### config.mk
export PLATFORM = sky130hd
export DESIGN_NAME = seq_alu
export DESIGN_NICKNAME = d
export VERILOG_FILES = /design/src/rtl/alu_pkg.sv /design/src/rtl/alu_core.sv /design/src/rtl/seq_alu.sv
export SDC_FILE = /design/constraint.sdc
export NUM_CORES = 1
export LEC_CHECK = 0
export CORE_MARGIN = 5
export CORE_UTILIZATION = 58
export CTS_CLUSTER_SIZE = 25
export DETAILED_ROUTE_END_ITERATION = 6
export GPL_TIMING_DRIVEN = 1
export MAX_ROUTING_LAYER = met4
export PLACE_DENSITY = 0.88
export SYNTH_ARGS = -nofsm -noshare
export SYNTH_HDL_FRONTEND = slang
export SYNTH_SLANG_ARGS = --single-unit
### constraint.sdc
create_clock -name clk -period 3.6 [get_ports clk]
set_clock_uncertainty 0.1 [all_clocks]
set_input_delay 0.54 -clock clk [delete_from_list [all_inputs] [get_ports clk]]
set_output_delay 0.54 -clock clk [all_outputs]
set_load 0.02 [all_outputs]
### src/rtl/alu_pkg.sv
// Shared types for the sequential ALU: opcodes, flag bundle and FSM states.
package alu_pkg;

    typedef enum logic [2:0] {
        OP_ADD  = 3'd0,
        OP_SUB  = 3'd1,
        OP_AND  = 3'd2,
        OP_XOR  = 3'd3,
        OP_SHR  = 3'd4,
        OP_LDUI = 3'd5,
        OP_MUL  = 3'd6
    } alu_op_e;

    typedef struct packed {
        logic z;
        logic c;
        logic n;
        logic v;
    } flags_t;

    typedef enum logic [1:0] {
        ST_IDLE  = 2'd0,
        ST_SHIFT = 2'd1,
        ST_MUL   = 2'd2,
        ST_DONE  = 2'd3
    } alu_state_e;

endpackage

### src/rtl/alu_core.sv
// Combinational single-cycle ALU ops (ADD/SUB/AND/XOR/LDUI) with flag generation.
// Any other opcode yields the illegal-op result: d = 0, z = 1.
module alu_core
    import alu_pkg::*;
#(
    parameter int WIDTH = 16
) (
    input  logic [2:0]       i_op,
    input  logic [WIDTH-1:0] i_a,
    input  logic [WIDTH-1:0] i_b,
    output logic [WIDTH-1:0] o_d,
    output flags_t           o_flags
);

    alu_op_e          w_op;
    logic [WIDTH:0]   w_sum;
    logic [WIDTH:0]   w_dif;
    logic [WIDTH-1:0] w_d;
    logic             w_c;
    logic             w_v;

    assign w_op  = alu_op_e'(i_op);
    assign w_sum = {1'b0, i_a} + {1'b0, i_b};
    // The extra top bit of the difference is the borrow (set iff a <u b).
    assign w_dif = {1'b0, i_a} - {1'b0, i_b};

    always_comb begin
        w_d = '0;
        w_c = 1'b0;
        w_v = 1'b0;
        case (w_op)
            OP_ADD: begin
                w_d = w_sum[WIDTH-1:0];
                w_c = w_sum[WIDTH];
                w_v = (i_a[WIDTH-1] == i_b[WIDTH-1]) && (w_sum[WIDTH-1] != i_a[WIDTH-1]);
            end
            OP_SUB: begin
                w_d = w_dif[WIDTH-1:0];
                w_c = w_dif[WIDTH];
                w_v = (i_a[WIDTH-1] != i_b[WIDTH-1]) && (w_dif[WIDTH-1] != i_a[WIDTH-1]);
            end
            OP_AND:  w_d = i_a & i_b;
            OP_XOR:  w_d = i_a ^ i_b;
            OP_LDUI: w_d = {i_b[WIDTH/2-1:0], i_a[WIDTH/2-1:0]};
            default: w_d = '0;
        endcase
    end

    assign o_d       = w_d;
    assign o_flags.z = (w_d == '0);
    assign o_flags.c = w_c;
    assign o_flags.n = w_d[WIDTH-1];
    assign o_flags.v = w_v;

endmodule

### src/rtl/seq_alu.sv
// Multi-cycle ALU: valid/ready handshake, 1-bit/cycle shifter with signed amount,
// optional shift-add multiplier enabled by the ALU_MUL_EN macro.
module seq_alu
    import alu_pkg::*;
#(
    parameter int WIDTH = 16
) (
    input  logic             clk,
    input  logic             rst,
    input  logic             in_valid,
    output logic             in_ready,
    input  logic [2:0]       op,
    input  logic [WIDTH-1:0] s1,
    input  logic [WIDTH-1:0] s2,
    output logic             out_valid,
    input  logic             out_ready,
    output logic [WIDTH-1:0] d,
    output flags_t           flags
);

    localparam int LW = $clog2(WIDTH);
    localparam int CW = LW + 1;

    alu_state_e       r_state;
    alu_state_e       w_next;
    logic [WIDTH-1:0] r_d;
    flags_t           r_flags;
    logic [WIDTH-1:0] r_work;
    logic             r_left;
    logic [CW-1:0]    r_cnt;

    logic [WIDTH-1:0] w_core_d;
    flags_t           w_core_flags;
    logic [LW-1:0]    w_mag;
    logic             w_is_shr;
    logic             w_last;
    logic [WIDTH-1:0] w_sh_next;
    logic             w_sh_out;

`ifdef ALU_MUL_EN
    logic               w_is_mul;
    logic [WIDTH-1:0]   r_mcand;
    logic [2*WIDTH-1:0] r_acc;
    logic [WIDTH:0]     w_mul_sum;
    logic [2*WIDTH-1:0] w_acc_next;

    assign w_is_mul = (op == OP_MUL);
    // Low half of the accumulator starts as the multiplier; its LSB selects each partial product.
    assign w_mul_sum  = {1'b0, r_acc[2*WIDTH-1:WIDTH]} + {1'b0, (r_acc[0] ? r_mcand : {WIDTH{1'b0}})};
    assign w_acc_next = {w_mul_sum, r_acc[WIDTH-1:1]};
`endif

    function automatic flags_t mk_flags(input logic [WIDTH-1:0] val, input logic carry);
        flags_t f;
        f.z = (val == '0);
        f.c = carry;
        f.n = val[WIDTH-1];
        f.v = 1'b0;
        return f;
    endfunction

    alu_core #(
        .WIDTH(WIDTH)
    ) u_core (
        .i_op   (op),
        .i_a    (s1),
        .i_b    (s2),
        .o_d    (w_core_d),
        .o_flags(w_core_flags)
    );

    assign in_ready  = (r_state == ST_IDLE);
    assign out_valid = (r_state == ST_DONE);
    assign d         = r_d;
    assign flags     = r_flags;

    assign w_is_shr = (op == OP_SHR);
    // Negative shift control means a left shift by the two's-complement magnitude mod WIDTH.
    assign w_mag    = s2[WIDTH-1] ? (~s2[LW-1:0] + LW'(1)) : s2[LW-1:0];
    assign w_last   = (r_cnt == CW'(1));

    assign w_sh_next = r_left ? {r_work[WIDTH-2:0], 1'b0} : {1'b0, r_work[WIDTH-1:1]};
    assign w_sh_out  = r_left ? r_work[WIDTH-1] : r_work[0];

    always_ff @(posedge clk) begin
        if (rst) begin
            r_state <= ST_IDLE;
        end else begin
            r_state <= w_next;
        end
    end

    always_comb begin
        w_next = r_state;
        case (r_state)
            ST_IDLE: begin
                if (in_valid) begin
                    if (w_is_shr && (w_mag != '0)) begin
                        w_next = ST_SHIFT;
                    end
`ifdef ALU_MUL_EN
                    else if (w_is_mul) begin
                        w_next = ST_MUL;
                    end
`endif
                    else begin
                        w_next = ST_DONE;
                    end
                end
            end
            ST_SHIFT: begin
                if (w_last) begin
                    w_next = ST_DONE;
                end
            end
`ifdef ALU_MUL_EN
            ST_MUL: begin
                if (w_last) begin
                    w_next = ST_DONE;
                end
            end
`endif
            ST_DONE: begin
                if (out_ready) begin
                    w_next = ST_IDLE;
                end
            end
            default: w_next = ST_IDLE;
        endcase
    end

    // Result registers only change when a result is produced, so they hold through backpressure.
    always_ff @(posedge clk) begin
        if (rst) begin
            r_d     <= '0;
            r_flags <= '0;
            r_cnt   <= '0;
        end else begin
            case (r_state)
                ST_IDLE: begin
                    if (in_valid) begin
                        r_work <= s1;
                        r_left <= s2[WIDTH-1];
                        r_cnt  <= CW'(w_mag);
                        if (w_is_shr) begin
                            if (w_mag == '0) begin
                                r_d     <= s1;
                                r_flags <= mk_flags(s1, 1'b0);
                            end
                        end
`ifdef ALU_MUL_EN
                        else if (w_is_mul) begin
                            r_mcand <= s1;
                            r_acc   <= {{WIDTH{1'b0}}, s2};
                            r_cnt   <= CW'(WIDTH);
                        end
`endif
                        else begin
                            r_d     <= w_core_d;
                            r_flags <= w_core_flags;
                        end
                    end
                end
                ST_SHIFT: begin
                    r_work <= w_sh_next;
                    r_cnt  <= r_cnt - CW'(1);
                    if (w_last) begin
                        r_d     <= w_sh_next;
                        r_flags <= mk_flags(w_sh_next, w_sh_out);
                    end
                end
`ifdef ALU_MUL_EN
                ST_MUL: begin
                    r_acc <= w_acc_next;
                    r_cnt <= r_cnt - CW'(1);
                    if (w_last) begin
                        r_d     <= w_acc_next[WIDTH-1:0];
                        r_flags <= mk_flags(w_acc_next[WIDTH-1:0], |w_acc_next[2*WIDTH-1:WIDTH]);
                    end
                end
`endif
                default: begin
                end
            endcase
        end
    end

endmodule

==> results.json, run 1 <==
{
  "status": "completed",
  "arrival_ns": 3.61,
  "worstSetupStartpointType": "input port",
  "portBuffers": 60,
  "gp_congestion": 0.981,
  "cts.sinks": 43,
  "track_usage_pct": 36.5,
  "placedCellCount": 885,
  "fp-row-count": 33,
  "worst_pin_slew_ns": 0.991,
  "grt_pass1_vias": 5720,
  "ys_seq_area_share_pct": 21.0,
  "die_h_um": 102,
  "grt_pass1_wl_mm": 29.2,
  "final_nets": 866,
  "slew_headroom_pct": 34.0,
  "synth_edf_count": 17,
  "rsz0062_at_grt": "true",
  "clockBufferDepth": 2,
  "clk_pin_slew_ns": 0.09,
  "cts_tree": "built",
  "synth_cell_type_count": 81,
  "fin_cells": 895,
  "cap_violations": 0,
  "fin_ws_ns": 0.0657,
  "start_util_pct": 59.6,
  "required_ns": 3.68,
  "grt_max_degree": 49,
  "irDropWorstVdd_mv": 0.300,
  "grt_overflow": 0,
  "critPathCaptureType": "register",
  "ant_nets": 0,
  "clk-insertion-delay-late_ns": 0.30,
  "finalHoldViolations": 0,
  "fin_area_um2": 6640,
  "die_x_um": 102,
  "drt-vias-per-instance": 6.81,
  "antenna_found_initial": 0,
  "drt_iter0_markers": 600,
  "ys_seq_elements": 43,
  "hp-class": "reg2reg",
  "floorplan.core_area_um2": 8260,
  "crit_type": "in2reg",
  "cpPeakStageDelay_ns": 0.46,
  "holdBufCountCts": 0,
  "io_pins": 61,
  "async_flop_share_pct": 0,
  "worstPathCellList": "clkdlybuf4s50_1 -> ha_1 -> buf_4 -> clkinv_1 -> a21oi_1 -> o31ai_2 -> nor3_1 -> buf_4 -> or3_1 -> o31ai_1 -> mux2i_1 -> o21ai_2 -> o31ai_2",
  "postRouteWirelength_mm": 19.0,
  "pre_cts_slack_ns": -0.371,
  "dpl_cell_area_um2": 6320,
  "power_density_nw_per_um2": 308,
  "synthFlopType": "dfxtp_1",
  "cp_max_fo": 7,
  "htree_levels": 2,
  "critPathSlowestCell": "clkdlybuf4s50_1",
  "p_leak_nw": 2.76,
  "fp.dieArea_um2": 10400,
  "wl_per_cell_um": 21.2,
  "fin_crit_ns": 3.53,
  "nFillCells": 578,
  "num_vias": 6097,
  "hpwl_mm": 14.3,
  "route.detailed.drc": 0,
  "avgSynthCellArea_um2": 7.59,
  "fin_crit_sh_pct": 98.2,
  "synth_area_um2": 4920,
  "max_clock_freq_mhz": 283,
  "setup_viol": 0,
  "yosys_warnings": 0,
  "drt_pass1_iterations": 7,
  "diodes": 0,
  "drive_gt1_share_pct": 21.8,
  "drv_slew": 0,
  "syn2layout_area_growth_pct": 34.9,
  "cts_root_buf": "clkbuf_8",
  "cts_buffers": 5,
  "syn-num-nets": 725,
  "syn_inst": 648
}
## per-stage QoR
stage,TNS (ns),hold slack (ns),power [mW],utilization [%]
2_1_floorplan,0,0.350,1.22,-
3_3_place_gp,-1.05,0.342,1.63,76.5
3_5_place_dp,-1.61,0.348,1.66,76.5
4_1_cts,0,0.362,1.97,77.8
5_1_grt,-0.161,0.381,2.15,80.3
6_report,0,0.359,2.04,80.3
## critical path: cells and delay by family
family                     cells  cell delay [ns]
muxes                          1             0.15
AOI/OAI and AO/OA              5             1.12
and+or+nand+nor                2             0.51
adders and majority gates      1             0.38
buffers and inverters          4             0.88
## final timing paths
path	start	to	slack, ns	cells after the start
max	s1[6]	flags[3]$_SDFFE_PP0P_	0.07	13
min	d[13]$_SDFFE_PP0P_	d[13]$_SDFFE_PP0P_	0.36	2
max reg2reg	r_state[1]$_SDFFE_PP0P_	flags[3]$_SDFFE_PP0P_	0.85	8
min reg2reg	d[13]$_SDFFE_PP0P_	d[13]$_SDFFE_PP0P_	0.36	2
## power breakdown
group          internal, mW  switching [mW]
Clock                 0.136           0.169
Sequential            0.576          0.0582
Combinational         0.495           0.610
Total                  1.21           0.838
## cells in the mapped netlist, types with 7 or more instances
cell type / count / area, um2
nand2_1: 62 / 233
a21oi_1: 61 / 305
nor2_1: 46 / 173
ha_1: 36 / 450
inv_1: 36 / 135
o21ai_0: 28 / 140
dfxtp_1: 26 / 521
mux2i_1: 25 / 250
clkbuf_1: 21 / 78.8
nor3_1: 21 / 105
a211oi_1: 18 / 135
edfxtp_1: 17 / 510
nand3_1: 17 / 85.1
nand2b_1: 14 / 87.6
nor2b_1: 12 / 75.1
o21a_1: 12 / 90.1
buf_2: 10 / 50.1
a31oi_1: 9 / 56.3
a211o_1: 8 / 70.1
nor4_1: 8 / 50.1
a22oi_1: 7 / 52.6
o311ai_0: 7 / 61.3
o31ai_1: 7 / 52.6
## routing by layer
layer | wire [um] | share of wire [%] | up-vias | track usage [%]
met1 | 7250 | 38 | 2849 | 45.2
met4 | 930 | 4.9 | 0 | 13.0
met2 | 9050 | 48 | 432 | 61.0
met3 | 1730 | 9.1 | 97 | 4.85
met5 | 0 | 0 | - | -
li1 | - | - | 2719 | -
## repair_timing
action | CTS | global route
resized for setup | 4 | 42
pin swaps | 1 | 13
setup buffers | 0 | 2
setup endpoints to repair | 1 | 7
## registers in the layout, indices dropped and copies added (netlist names)
signal,cells
r_work,16
r_state,2
d,16
flags,3
r_cnt,5
r_left,1
## cell type report
class                           count  area (um2)  share of cell area [%]
Clock buffer                        6        72.6                    1.09
Multi-Input combinational cell    522        3730                    56.2
Inverter                           39         146                    2.21
Tap cell                          105         131                    1.98
Timing Repair Buffer              178        1510                    22.8
Clock inverter                      2        12.5                   0.189
Sequential cell                    43        1030                    15.5
## cells by family after synthesis
family	Yosys count	share of synthesized area (%)
xor+xnor	7	1.25
simple gates	226	23.5
buf+inv	83	7.50
flops	43	21.0
fa+ha+maj	38	9.97
mux	25	5.09
compound gates	226	31.7
## cell usage in the layout (no fill, tap or decap), types with 12 or more instances in the layout
cell type	instances
a211oi_1	17
a21oi_1	61
buf_4	116
clkdlybuf4s50_1	56
dfxtp_1	26
edfxtp_1	17
ha_1	30
inv_1	36
mux2i_1	25
nand2_1	62
nand2b_1	14
nand3_1	17
nor2_1	46
nor3_1	19
o21a_1	12
o21ai_0	26
No activity file was read; power rests on OpenSTA's default activity.
==> run 2: changes to the inputs <==
--- a/constraint.sdc
+++ b/constraint.sdc
@@ -4,2 +4,2 @@
 set_output_delay 0.54 -clock clk [all_outputs]
-set_load 0.02 [all_outputs]
+set_load 0.1 [all_outputs]
==> results.json, run 2 (synthesis results as in run 1) <==
{
  "status": "completed",
  "route.detailed.drc": 0,
  "floorplan.core_area_um2": 8260,
  "nFillCells": 583,
  "placedCellCount": 881,
  "required_ns": 3.73,
  "fin_cells": 892,
  "layout_commonest_cell": "buf_4",
  "setup_viol": 0,
  "worstSetupStartpointType": "input port",
  "irDropWorstVdd_mv": 0.302,
  "seqCellArea_um2": 1030,
  "drive_gt1_share_pct": 21.9,
  "slew_headroom_pct": 34.4,
  "drt_pass1_iterations": 6,
  "start_util_pct": 59.6,
  "crit_type": "in2reg",
  "hold-worst-slack_ns": 0.362,
  "grt_pass1_wl_mm": 28.8,
  "cp_max_fo": 6,
  "grt_pass1_vias": 5717,
  "wl_per_cell_um": 20.5,
  "htree_levels": 2,
  "clockBufferDepth": 2,
  "final_cell_mix": "buf_4 (114), nand2_1 (62), a21oi_1 (60), clkdlybuf4s50_1 (55), nor2_1 (46)",
  "cts_tree": "built",
  "fin_crit_ns": 3.51,
  "power_density_nw_per_um2": 340,
  "max_clock_freq_mhz": 285,
  "rsz0062_at_grt": "true",
  "grt_max_degree": 49,
  "critPathCaptureType": "register",
  "drt_iter0_markers": 622,
  "drt-vias-per-instance": 6.65,
  "power_mw": 2.26,
  "hpwl_mm": 13.9,
  "finalHoldViolations": 0,
  "track_usage_pct": 35.7,
  "cts.sinks": 43,
  "grt_overflow": 0,
  "antenna_found_initial": 0,
  "cap_violations": 0,
  "diodes": 0,
  "fp.dieArea_um2": 10400,
  "clk_pin_slew_ns": 0.09,
  "final_core_util_pct": 80.4,
  "gp_congestion": 0.995,
  "arrival_ns": 3.63,
  "fin_crit_sh_pct": 97.4,
  "die_x_um": 102,
  "cts_root_buf": "clkbuf_8",
  "hp-class": "reg2reg",
  "cts_buffers": 5,
  "portBuffers": 60,
  "multi_input_area_um2": 3750,
  "clk-insertion-delay-late_ns": 0.31,
  "fin_ws_ns": 0.0940,
  "final_nets": 863,
  "num_vias": 5936,
  "io_pins": 61,
  "postRouteWirelength_mm": 18.3,
  "p_leak_nw": 2.74,
  "fp-row-count": 33,
  "syn2layout_area_growth_pct": 35.0,
  "drv_slew": 0,
  "die_h_um": 102,
  "pre_cts_slack_ns": -0.452,
  "ant_nets": 0,
  "worst_pin_slew_ns": 0.981
}
==> run 2: cell count changes in the layout (fill, tap and decap cells not counted), moves of 2 or more <==
cell / before / now
nor2b_2: 3 / 1
a31oi_1: 8 / 6
dlymetal6s2s_1: 4 / 2
a31oi_2: 1 / 3
buf_4: 116 / 114
==> run 2: per-stage QoR <==
step / TNS (ns) / instance area (um2)
3_5_place_dp: -1.63 / 6300
6_report: 0 / 6640
3_3_place_gp: -0.779 / 6300
5_1_grt: -0.0582 / 6640
2_1_floorplan: 0 / 4920
4_1_cts: 0 / 6410
==> run 2: area by class of cell <==
type | instances | share of cell area, %
clock buffer | 6 | 1.09
timing repair buffer | 175 | 22.5
tap | 105 | 1.98
multi-input combinational | 522 | 56.5
sequential | 43 | 15.5
inverter | 39 | 2.20
clock inverter | 2 | 0.188
==> run 2: path summary, 6_finish.rpt <==
kind	from	slack, ns	depth (start not counted)	to
max	s2[2]	0.09	12	flags[3]$_SDFFE_PP0P_
min	d[10]$_SDFFE_PP0P_	0.36	2	d[10]$_SDFFE_PP0P_
max reg2reg	r_state[1]$_SDFFE_PP0P_	0.84	8	flags[3]$_SDFFE_PP0P_
min reg2reg	d[10]$_SDFFE_PP0P_	0.36	2	d[10]$_SDFFE_PP0P_
==> run 2: critical path, cell delays in order <==
cell and delay, ns:
clkdlybuf4s50_1 0.48, buf_4 0.17, ha_2 0.26, nor2_1 0.12, a211o_1 0.33, a211oi_4 0.38
mux2i_1 0.23, nand3_1 0.11, a221oi_2 0.25, nand4_1 0.18, or3_1 0.38, o31ai_2 0.20
==> run 2: per-layer routing <==
metal / GRT usage [%] / routed length (um)
met1: 45.4 / 7230
met2: 59.1 / 8480
met3: 3.96 / 1720
met4: 12.2 / 835
met5: - / 0
==> run 2: what timing repair did <==
item / CTS / global route
endpoints found under the setup margin: 2 / 2
pin swaps: 3 / 13
hold buffers: 0 / 0
setup buffers: 0 / 3
gates resized for setup: 8 / 40
gates cloned: 0 / 0
==> run 2: power by group <==
part / leakage [nW] / switching (mW) / internal, mW
Sequential: 0.373 / 0.0592 / 0.576
Combinational: 2.33 / 0.810 / 0.494
Clock: 0.0412 / 0.181 / 0.136
==> run 3: changes to the inputs <==
- ABC_AREA: unset -> 1
- CORE_UTILIZATION: 58 -> 57
- PLACE_DENSITY: 0.88 -> 0.87
==> results.json, run 3 <==
{
  "met3_usage_pct": 5.48,
  "grt_busiest_layer": "met2",
  "path_common_cell": "nand3_1",
  "gp_congestion": 1.09,
  "max_clock_freq_mhz": 306,
  "synth_cell_type_count": 42,
  "fin_crit_sh_pct": 90.8,
  "hp-class": "reg2reg",
  "finalHoldViolations": 0,
  "pre_cts_slack_ns": 0.115,
  "cts_setup_buffers": 0,
  "cp_top_family": "simple AND/OR/NAND/NOR gates",
  "p_leak_nw": 2.81,
  "status": "completed",
  "grt_pass1_vias": 5515,
  "worstPathCellList": "clkdlybuf4s50_1 -> inv_1 -> ha_1 -> fa_1 -> inv_1 -> nand2_1 -> nand2_1 -> nand3_1 -> nand3_1 -> nand3_1 -> nor2_1 -> nand3_1 -> nor2_1 -> nand3_1 -> nor2_1 -> nand3_1 -> nand2_1 -> nand2_1 -> a21oi_1",
  "synth.area.top_cells": "nand2_1 (16%), dfxtp_1 (11%), edfxtp_1 (10%)",
  "ant_nets": 0,
  "power_mw": 2.81,
  "crit_type": "in2reg",
  "dpl_cell_area_um2": 5590,
  "worst_pin_slew_ns": 1.01,
  "die_x_um": 103,
  "io_pins": 61,
  "num_vias": 5807,
  "cp_max_fo": 5,
  "route.detailed.drc": 0,
  "synth_area_um2": 4880,
  "syn-num-nets": 887,
  "wl_per_cell_um": 17.6,
  "power_density_nw_per_um2": 496,
  "syn2layout_area_growth_pct": 16.3,
  "antenna_found_initial": 0,
  "start_util_pct": 59.1,
  "clockBufferDepth": 2,
  "track_usage_pct": 34.6,
  "fin_cells": 977,
  "final_cell_mix": "nand2_1 (206), inv_1 (109), nor2_1 (95), a21oi_1 (66), nand3_1 (63)",
  "yosys_warnings": 0,
  "synthTopCellsByCount": "nand2_1 (206), inv_1 (109), nor2_1 (95)",
  "yosys.cell_count.top_type": "nand2_1",
  "critPathCaptureType": "register",
  "clk-insertion-delay-late_ns": 0.31,
  "yosysTopAreaCell": "nand2_1",
  "fin_crit_ns": 3.27,
  "floorplan.core_area_um2": 8260,
  "fin_area_um2": 5670,
  "critPathSlowestCell": "clkdlybuf4s50_1",
  "ys_seq_area_share_pct": 21.1,
  "die_h_um": 103,
  "grt_pass1_wl_mm": 27.4,
  "cap_violations": 0,
  "synth_edf_count": 17,
  "cts_tree": "built",
  "slew_headroom_pct": 32.6,
  "drt-vias-per-instance": 5.94,
  "diodes": 0,
  "holdBufCountCts": 0,
  "hpwl_mm": 13.8,
  "grt_max_degree": 36,
  "portBuffers": 60,
  "required_ns": 3.74,
  "cpPeakStageDelay_ns": 0.57,
  "syn_inst": 810,
  "placedCellCount": 969,
  "setup_tns_ns": 0,
  "arrival_ns": 3.41,
  "worstSetupStartpointType": "input port",
  "cts_buffers": 5,
  "postRouteWirelength_mm": 17.2,
  "cp.buffers_inverters": 3,
  "cts.sinks": 43,
  "drt_iter0_markers": 613,
  "drive_gt1_share_pct": 7.34,
  "fp.dieArea_um2": 10500,
  "layout_commonest_cell": "nand2_1",
  "irDropWorstVdd_mv": 0.573,
  "async_flop_share_pct": 0,
  "ys_seq_elements": 43,
  "synthFlopType": "dfxtp_1",
  "grt_use_met1_pct": 44.8,
  "htree_levels": 2,
  "setup_viol": 0,
  "rsz0062_at_grt": "false",
  "avgSynthCellArea_um2": 6.02,
  "final_nets": 948,
  "clk_pin_slew_ns": 0.08,
  "drt_pass1_iterations": 7,
  "cts_resized": 0,
  "use_met2_pct": 54.9,
  "fp-row-count": 33,
  "drv_slew": 0,
  "grt_overflow": 0,
  "cts_root_buf": "clkbuf_8",
  "fin_ws_ns": 0.331,
  "synth_top_area_share_pct": 15.9
}
-- run 3: cell types whose count changed after synthesis, sizes merged, moves of 21 or more --
cell and change:
nand2 +149, inv +83, nor2 +50, nand3 +47, o21ai +30, mux2i -21
-- run 3: report_power, final --
part,total (mW),internal [mW],switching (mW)
logic,1.76,0.480,1.28
registers,0.736,0.659,0.0771
clock network,0.315,0.136,0.179
-- run 3: worst register-to-register path: stages (launching register included) --
cell and delay (ns):
dfxtp_1 0.36, inv_1 0.06, nor2_2 0.07, buf_4 0.26, inv_1 0.15, buf_4 0.27
a21oi_1 0.30, nand4_1 0.20, nor3_1 0.20, nor2_1 0.07, a21oi_1 0.16
-- run 3: path summary, 6_finish.rpt --
check | from | to | slack, ns | depth (start not counted)
setup / recovery | s1[0] | flags[3]$_SDFFE_PP0P_ | 0.33 | 19
hold / removal | r_cnt[4]$_SDFFE_PP0P_ | r_cnt[4]$_SDFFE_PP0P_ | 0.37 | 2
setup reg to reg | r_state[0]$_SDFFE_PP0P_ | flags[3]$_SDFFE_PP0P_ | 1.33 | 10
hold reg to reg | r_cnt[4]$_SDFFE_PP0P_ | r_cnt[4]$_SDFFE_PP0P_ | 0.37 | 2
-- run 3: per-layer routing --
layer | wire length [um] | vias up | share of wire [%]
met5 | 0 | - | 0
li1 | - | 2758 | -
met3 | 1640 | 64 | 9.5
met4 | 631 | 0 | 3.7
met2 | 7890 | 335 | 46
met1 | 7050 | 2650 | 41
-- run 3: area by class of cell --
class                           instances  area (um2)
Inverter                              121         457
Clock buffer                            6        72.6
Clock inverter                          2        11.3
Tap cell                              105         131
Timing Repair Buffer                   85         786
Sequential cell                        43        1030
Multi-Input combinational cell        615        3180
Fill cell                             732        2590
-- run 3: logic make-up after synthesis --
| group | share of synthesized area [%] |
|---|---|
| AOI/OAI and AO/OA | 18.0 |
| xor gates and xnor gates | 1.26 |
| muxes | 0.821 |
| DFF | 21.1 |
| adders and majority gates | 10.1 |
| buffers and inverters | 13.6 |
| and+or+nand+nor | 35.1 |
-- run 3: through the flow --
step                utilization [%]  hold slack, ns
finish                         68.7           0.370
global route                   68.7           0.386
CTS                            68.7           0.370
detailed placement             67.7           0.357
global placement               67.7           0.354
floorplan                         -           0.344
